**src/rtl/fetch_pkg.sv**
```systemverilog
// fetch_pkg: fetch controller state encoding and shared constants
package fetch_pkg;
  typedef enum logic [2:0] {S_REQ, S_WAIT, S_HOLD, S_DRAIN, S_REDIR} fetch_state_t;
  localparam int INSTR_W = 32;
  localparam logic [63:0] DEFAULT_RESET_PC = 64'h0;
endpackage

```
**src/rtl/fetch_ctrl.sv**
```systemverilog
// fetch_ctrl: fetch PC owner, single-outstanding imem reader, instruction hold for decode, wrong-path squash
//   clk/reset           rising-edge clock, synchronous active-low reset
//   pc_out/next_pc      fetch PC to incrementer, incrementer result taken on sig_recvd
//   sig_recvd           pulse asking the incrementer to advance or redirect
//   is_jmp/fetch_flush  redirect triggers, squash any in-flight or held fetch
//   imem_req_*          read request (valid/ready/addr)
//   imem_resp_*         read response, one per accepted request
//   if_valid/if_instr/if_pc/id_ready  instruction handoff to decode
module fetch_ctrl
  import fetch_pkg::*;
#(
  parameter int XLEN = 64,
  parameter logic [XLEN-1:0] RESET_PC = XLEN'(DEFAULT_RESET_PC)
) (
  input  logic               clk,
  input  logic               reset,
  output logic [XLEN-1:0]    pc_out,
  input  logic [XLEN-1:0]    next_pc,
  output logic               sig_recvd,
  input  logic               is_jmp,
  input  logic               fetch_flush,
  output logic               imem_req_valid,
  input  logic               imem_req_ready,
  output logic [XLEN-1:0]    imem_req_addr,
  input  logic               imem_resp_valid,
  input  logic [INSTR_W-1:0] imem_resp_data,
  output logic               if_valid,
  output logic [INSTR_W-1:0] if_instr,
  output logic [XLEN-1:0]    if_pc,
  input  logic               id_ready
);
  fetch_state_t state_q, state_d;
  logic [XLEN-1:0] pc_q, if_pc_q;
  logic [INSTR_W-1:0] if_instr_q;
  logic redir;
  assign pc_out        = pc_q;
  assign imem_req_addr = pc_q;
  assign if_instr      = if_instr_q;
  assign if_pc         = if_pc_q;
  // Request stays asserted in S_REQ during a redirect; if ready is low it is simply never handshaken.
  always_comb begin
    redir          = is_jmp | fetch_flush;
    imem_req_valid = reset && state_q == S_REQ;
    if_valid       = reset && state_q == S_HOLD && !redir;
    sig_recvd      = reset && !redir && ((state_q == S_HOLD && id_ready) || state_q == S_REDIR);
    state_d        = state_q;
    unique case (state_q)
      S_REQ:   state_d = redir ? (imem_req_ready ? S_DRAIN : S_REDIR) : (imem_req_ready ? S_WAIT : S_REQ);
      S_WAIT:  state_d = imem_resp_valid ? (redir ? S_REDIR : S_HOLD) : (redir ? S_DRAIN : S_WAIT);
      S_HOLD:  state_d = redir ? S_REDIR : (id_ready ? S_REQ : S_HOLD);
      S_DRAIN: state_d = imem_resp_valid ? S_REDIR : S_DRAIN;
      S_REDIR: state_d = redir ? S_REDIR : S_REQ;
      default: state_d = S_REQ;
    endcase
  end
  always_ff @(posedge clk) begin
    if (!reset) begin
      state_q    <= S_REQ;
      pc_q       <= RESET_PC;
      if_instr_q <= '0;
      if_pc_q    <= '0;
    end else begin
      state_q <= state_d;
      if (sig_recvd) pc_q <= next_pc;
      if (state_q == S_WAIT && imem_resp_valid && !redir) begin
        if_instr_q <= imem_resp_data;
        if_pc_q    <= pc_q;
      end
    end
  end
  // A response with nothing outstanding means the memory broke the one-response-per-request rule.
  assert property (@(posedge clk) disable iff (!reset)
    !(imem_resp_valid && (state_q == S_REQ || state_q == S_HOLD)));
endmodule

```
**config.mk**
```make
export PLATFORM = sky130hd
export DESIGN_NAME = fetch_ctrl
export DESIGN_NICKNAME = d
export VERILOG_FILES = /design/src/rtl/fetch_pkg.sv /design/src/rtl/fetch_ctrl.sv
export SDC_FILE = /design/constraint.sdc
export NUM_CORES = 1
export LEC_CHECK = 0
export BUFFER_PORTS_ARGS = -buffer_cell sky130_fd_sc_hd__buf_2
export CORE_ASPECT_RATIO = 1.75
export CORE_UTILIZATION = 40
export DETAILED_ROUTE_END_ITERATION = 12
export GPL_TIMING_DRIVEN = 0
export PLACE_DENSITY = 0.81
export SYNTH_ARGS = -nofsm -noshare
export SYNTH_HDL_FRONTEND = slang
export SYNTH_SLANG_ARGS = --single-unit
```
**constraint.sdc**
```tcl
create_clock -name clk -period 1.3 [get_ports clk]
set_input_delay 0.13 -clock clk [delete_from_list [all_inputs] [get_ports clk]]
set_output_delay 0.13 -clock clk [all_outputs]
set_load 0.02 [all_outputs]
```
==> flow_summary.toml, run 1 <==
[floorplanning]
io_pins = 330
dieArea_sq_mm = 0.0169
start_util_pct = 41.1
fp.coreArea_sq_mm = 0.0160
die_w_um = 98.8
fp.dieH_um = 171
row_count = 61

[timing]
finalSetupViolations = 156
fin_crit_sh_pct = 134
fin_skew_ns = 0.0211
drv_slew = 0
fmax_ghz = 0.573
tightest_slew_ns = 0.597
fin_ws_ns = -0.444
finalSetupTns_ns = -25.72
rsz0062_at_grt = "yes"
min_period_ns = 1.74
timing.final.hold_violations = 0
whs_ns = 0.0482
maxSlewHeadroom_pct = 60.2

[global_routing]
grt_pass1_vias = 7239
grt_overflow = 0
grt_max_degree = 17
antenna_found_initial = 0
grt_pass1_wl_mm = 36.6
track_usage_pct = 28.0

[cts]
cts_buffers = 17
cts.sinks = 163
cts.path.max_buffers = 2
cts_tree = "done"
htree_levels = 4
cts_root_buf = "clkbuf_16"
path_clk_slew_ns = 0.08
clock_latency_ns = 0.43

[place]
place_ws_ns = -0.485
dpl_cell_area_sq_mm = 0.00845
globalplace.congestion = 0.921
io_buffers = 328
dpl.hpwl_mm = 15.6

[power]
internal-power_mw = 8.53
p_sw_share_pct = 27.9
peakVddDrop_uv = 771
pwr-share-comb_pct = 15.5
powerDensity_mw_per_mm2 = 1070
seqPwrFrac_pct = 43.7
clkPwrFrac_pct = 40.8
p_switching_mw = 3.31
total_power_mw = 11.8
leakagePower_nw = 5.87

[worst_setup_path]
worstPathArrival_ns = 1.61
worstSetupStartpointType = "register"
cp-end-kind = "primary output"
criticalPathCategory = "reg -> out"
crit_required_ns = 1.17
crit_fanout = 6

[synthesis]
ys_ff_latch = 163
ys_seq_area_share_pct = 49.7
synthAdderAreaFrac_pct = 0.191
async_reset_ff_share_pct = 0
synth_top_family_by_area = "simple AND/OR/NAND/NOR gates"
synth_mux_area_share_pct = 15.0
synth_top_cell_area_share_pct = 49.7
ys_top_cells_by_area = "dfxtp_1, mux2i_1, nand2_1, buf_4, o22ai_1"
synth_nets = 830
synth_compound_area_share_pct = 6.73
netlist_area_sq_mm = 0.00656
yosysTopAreaCell = "dfxtp_1"
yosysMostFrequentCell = "nand2_1"
synth_area_per_cell_sq_um = 9.04
synth_commonest_cells = "nand2_1, dfxtp_1, mux2i_1"
yosys.cell_types.count = 26
synth_cells = 726
synthXorXnorAreaFrac_pct = 0
synth_edf_count = 0
yosysWarnings = 0
synth-simple-area-share_pct = 16.3
synthFlopType = "dfxtp_1"

[routing]
vias_per_cell = 5.16
wire_per_inst_um = 18.2
ant_nets = 0
dr_total_vias = 7225
drt_wl_total_mm = 25.5
route.detailed.drc = 0
first_iter_violations = 295
first_pass_iters = 5

[finish]
nNetsFinal = 1301
drive_gt1_share_pct = 45.7
antenna_cells = 0
final_design_area_no_fill_sq_mm = 0.0111
area_growth_syn_to_layout_pct = 69.1

[job]
cap_violations = 0

[min_path]
hp-class = "in -> reg"

[status]
violations = "setup timing"
status = "finished with violations"
path summary, 6_finish.rpt:
check | from | to | slack, ns | cells past startpoint
max reg2reg | state_q[2]$_SDFF_PN0_ | imem_req_addr[49]$_SDFFE_PN0P_ | -0.43 | 8
min reg2reg | if_pc[32]$_SDFFE_PN0P_ | if_pc[32]$_SDFFE_PN0P_ | 0.46 | 2
max | state_q[2]$_SDFF_PN0_ | sig_recvd | -0.44 | 5
min | imem_resp_data[16] | if_instr[16]$_SDFFE_PN0P_ | 0.05 | 3
stage by stage:
stage | std cells | utilization (%)
detailed placement | 1243 | 53.0
finish | 1399 | 69.5
floorplan | 726 | -
global placement | 1243 | 53.0
CTS | 1390 | 65.7
global route | 1399 | 69.5
metal layers:
metal	vias to the layer above	wire length, um	GRT usage [%]
li1	3297	-	-
met1	3469	9010	28.0
met2	366	13900	52.2
met3	93	1330	5.65
met4	0	1270	18.0
met5	-	0	0
power by group through the flow:
stage	Sequential (mW)	Clock (mW)	Combinational, mW
finish	5.17	4.83	1.83
global placement	5.27	0	1.22
detailed placement	5.27	0	1.24
floorplan	5.35	0	0.654
CTS	5.16	4.86	1.56
global route	5.18	5.07	1.93
layout make-up:
type | count | area (sq um)
Sequential cell | 163 | 3270
Multi-Input combinational cell | 441 | 2890
Clock buffer | 19 | 443
Buffer | 118 | 1020
Inverter | 3 | 11.3
Timing Repair Buffer | 453 | 3110
Tap cell | 189 | 236
Fill cell | 1087 | 4860
Clock inverter | 13 | 116
flip-flops by register name, summed over array words and instances (netlist names):
| register | flops |
|---|---|
| if_pc | 64 |
| imem_req_addr | 64 |
| if_instr | 32 |
| state_q | 3 |
cell usage in the layout (no fill, tap or decap), types with 3 or more instances in the layout:
master	count
buf_16	6
dfxtp_1	159
o22ai_4	4
buf_8	8
dfxtp_2	3
clkbuf_1	20
buf_4	74
dlygate4sd3_1	95
inv_8	3
buf_6	13
nor3b_1	3
buf_12	18
clkinv_4	3
mux2i_1	94
o22ai_1	16
o22ai_2	44
inv_6	5
mux2i_2	4
buf_2	333
clkbuf_16	20
nand2_1	255
cell families (layout without fill, tap and decap cells):
| kind of cell | count (synthesis) | after routing |
|---|---|---|
| fa+ha+maj | 1 | 1 |
| mux | 98 | 98 |
| flops | 163 | 163 |
| buf+inv | 122 | 606 |
| simple gates | 272 | 272 |
| compound gates | 70 | 70 |
worst max-delay path, stage by stage (launching register included):
cell	delay (ns)
dfxtp_4	0.37
and3b_2	0.21
o21a_1	0.21
buf_6	0.14
buf_8	0.12
buf_6	0.12
timing repair:
| action | 4_1_cts | 5_1_grt |
|---|---|---|
| gates resized for setup | 64 | 112 |
| endpoints found under the setup margin | 163 | 165 |
| buffers inserted | 15 | 8 |
| endpoints found under the hold margin | 94 | 1 |
| gates cloned | 6 | 3 |
| pin swaps | 4 | 20 |
| hold buffers | 94 | 1 |
(Power assumes the default switching activity.)
==> run 2: changes to the inputs <==
Settings changed: CORE_AREA set to 2 2 127 129, CORE_ASPECT_RATIO 1.75 to not set, CORE_UTILIZATION 40 to not set, DIE_AREA set to 0 0 129 131, PLACE_DENSITY 0.81 to 0.82.
Clock period 1.3 ns to 2 ns, I/O delays scaled along.
==> flow_summary.toml, run 2 (same netlist as run 1, synthesis figures left out) <==
[cts]
cts_tree = "done"
cts_root_buf = "clkbuf_16"
post_cts_buffers = 0
htree_levels = 4
path_clk_slew_ns = 0.06
cts.path.max_buffers = 2
cts_buffers = 17
cts.sinks = 163
clock_latency_ns = 0.43

[timing]
fin_ws_ns = 0.0975
fin_skew_ns = 0.0179
tightest_slew_ns = 0.638
maxSlewHeadroom_pct = 57.4
fin_crit_sh_pct = 95.1
fmax_ghz = 0.526
drv_slew = 0
min_period_ns = 1.90
timing.final.hold_violations = 0
finalSetupViolations = 0

[power]
internal-power_mw = 5.60
p_sw_share_pct = 25.5
pwr-share-comb_pct = 10.7
powerDensity_mw_per_mm2 = 825
clkPwrFrac_pct = 44.7
leakagePower_nw = 5.09
total_power_mw = 7.51
peakVddDrop_uv = 508
p_switching_mw = 1.92
seqPwrFrac_pct = 44.6

[floorplanning]
dieArea_sq_mm = 0.0169
io_pins = 330
fp.coreArea_sq_mm = 0.0156
die_w_um = 129
fp.dieH_um = 131
start_util_pct = 42.1
row_count = 46

[global_routing]
antenna_found_initial = 1
grt_pass1_wl_mm = 29.3
grt_max_degree = 20
grt_pass1_vias = 5704
grt_overflow = 0
track_usage_pct = 22.6

[place]
globalplace.congestion = 0.823
io_buffers = 328
dpl.hpwl_mm = 14.8
place_ws_ns = 0.208
dpl.cell_count = 1270

[routing]
vias_per_cell = 4.79
drt_wl_total_mm = 20.1
wire_per_inst_um = 15.5
first_pass_iters = 5
route.detailed.drc = 0
ant_nets = 0
dr_total_vias = 6245
first_iter_violations = 261

[worst_setup_path]
path_cells = "clkbuf_4 > and3b_1 > o21a_1 > buf_8 > buf_2"
r2r_start = "state_q[1]$_SDFF_PN0_"
crit_required_ns = 1.80
crit_start = "state_q[1]$_SDFF_PN0_"
cpPeakStageDelay_ns = 0.31
cpMaxStageDelayCell = "dfxtp_1"
criticalPathCategory = "reg -> out"
cp-end-kind = "primary output"
worstPathArrival_ns = 1.70
crit_fanout = 19
worstSetupStartpointType = "register"

[job]
cap_violations = 0

[finish]
fin_util_pct = 58.4
final_common_cell = "buf_2"
drive_gt1_share_pct = 42.3
nNetsFinal = 1178
area_growth_syn_to_layout_pct = 38.7
final_cells = 1304
mostFrequentLayoutCells = "buf_2, nand2_1, dfxtp_1"

[min_path]
hp-class = "in -> reg"
worstHoldStart = "imem_resp_data[25]"

[status]
status = "completed"
[run 2: cell types whose count changed in the layout (fill, tap and decap cells not counted), sizes merged]
| cell | previous run | this run |
|---|---|---|
| buf | 452 | 426 |
| bufinv | 0 | 3 |
| clkbuf | 43 | 38 |
| clkinv | 4 | 3 |
| clkinvlp | 1 | 4 |
| diode | 0 | 1 |
| dlygate4sd3 | 95 | 2 |
| inv | 11 | 7 |
[run 2: layout make-up]
cell class / count / area [sq um]
antenna: 1 / 2.50
buffer: 118 / 779
clock buffer: 18 / 429
clock inverter: 14 / 176
fill: 1377 / 6500
inverter: 3 / 11.3
multi-input combinational: 441 / 2510
sequential: 163 / 3260
tap: 216 / 270
timing repair buffer: 330 / 1660
[run 2: critical path: cells and delay by family (launching register included)]
kind	cells	cell delay, ns
buffers and inverters	3	0.58
and+or+nand+nor	1	0.21
AOI/OAI and AO/OA	1	0.19
DFF	1	0.31
[run 2: per-stage QoR]
step,instance area [sq um],hold WS [ns],setup TNS [ns]
2_1_floorplan,6560,0.339,0
3_3_place_gp,8470,0.441,0
3_5_place_dp,8470,0.448,0
4_1_cts,9090,0.00108,0
5_1_grt,9100,0.00403,-0.0125
6_report,9100,0.0171,0
[run 2: worst paths after layout]
| check | to | slack (ns) | cells past startpoint |
|---|---|---|---|
| setup / recovery | sig_recvd | 0.1 | 5 |
| hold / removal | if_instr[25]$_SDFFE_PN0P_ | 0.02 | 3 |
| setup reg to reg | imem_req_addr[61]$_SDFFE_PN0P_ | 0.26 | 5 |
| hold reg to reg | if_pc[49]$_SDFFE_PN0P_ | 0.45 | 2 |
[run 2: power groups by stage]
stage                     Clock [mW]  Sequential [mW]  Combinational (mW)
after floorplan                    0             3.48               0.423
after global placement             0             3.42               0.787
after detailed placement           0             3.42               0.796
after CTS                       3.42             3.35               0.804
after global routing            3.56             3.36               0.869
final                           3.36             3.35               0.802
[run 2: repair_timing]
item / 4_1_cts / 5_1_grt
hold buffers: 2 / 0
setup endpoints to repair: 1 / 1
resized for setup: 0 / 2
endpoints found under the hold margin: 2 / 0
pin swaps: 0 / 0
[run 2: per-layer routing]
metal	track usage, %	up-vias	routed length (um)
met2	40.4	263	10400
met3	6.11	25	1370
met5	0	-	0
li1	-	3062	-
met4	7.03	0	291
met1	26.4	2895	8080
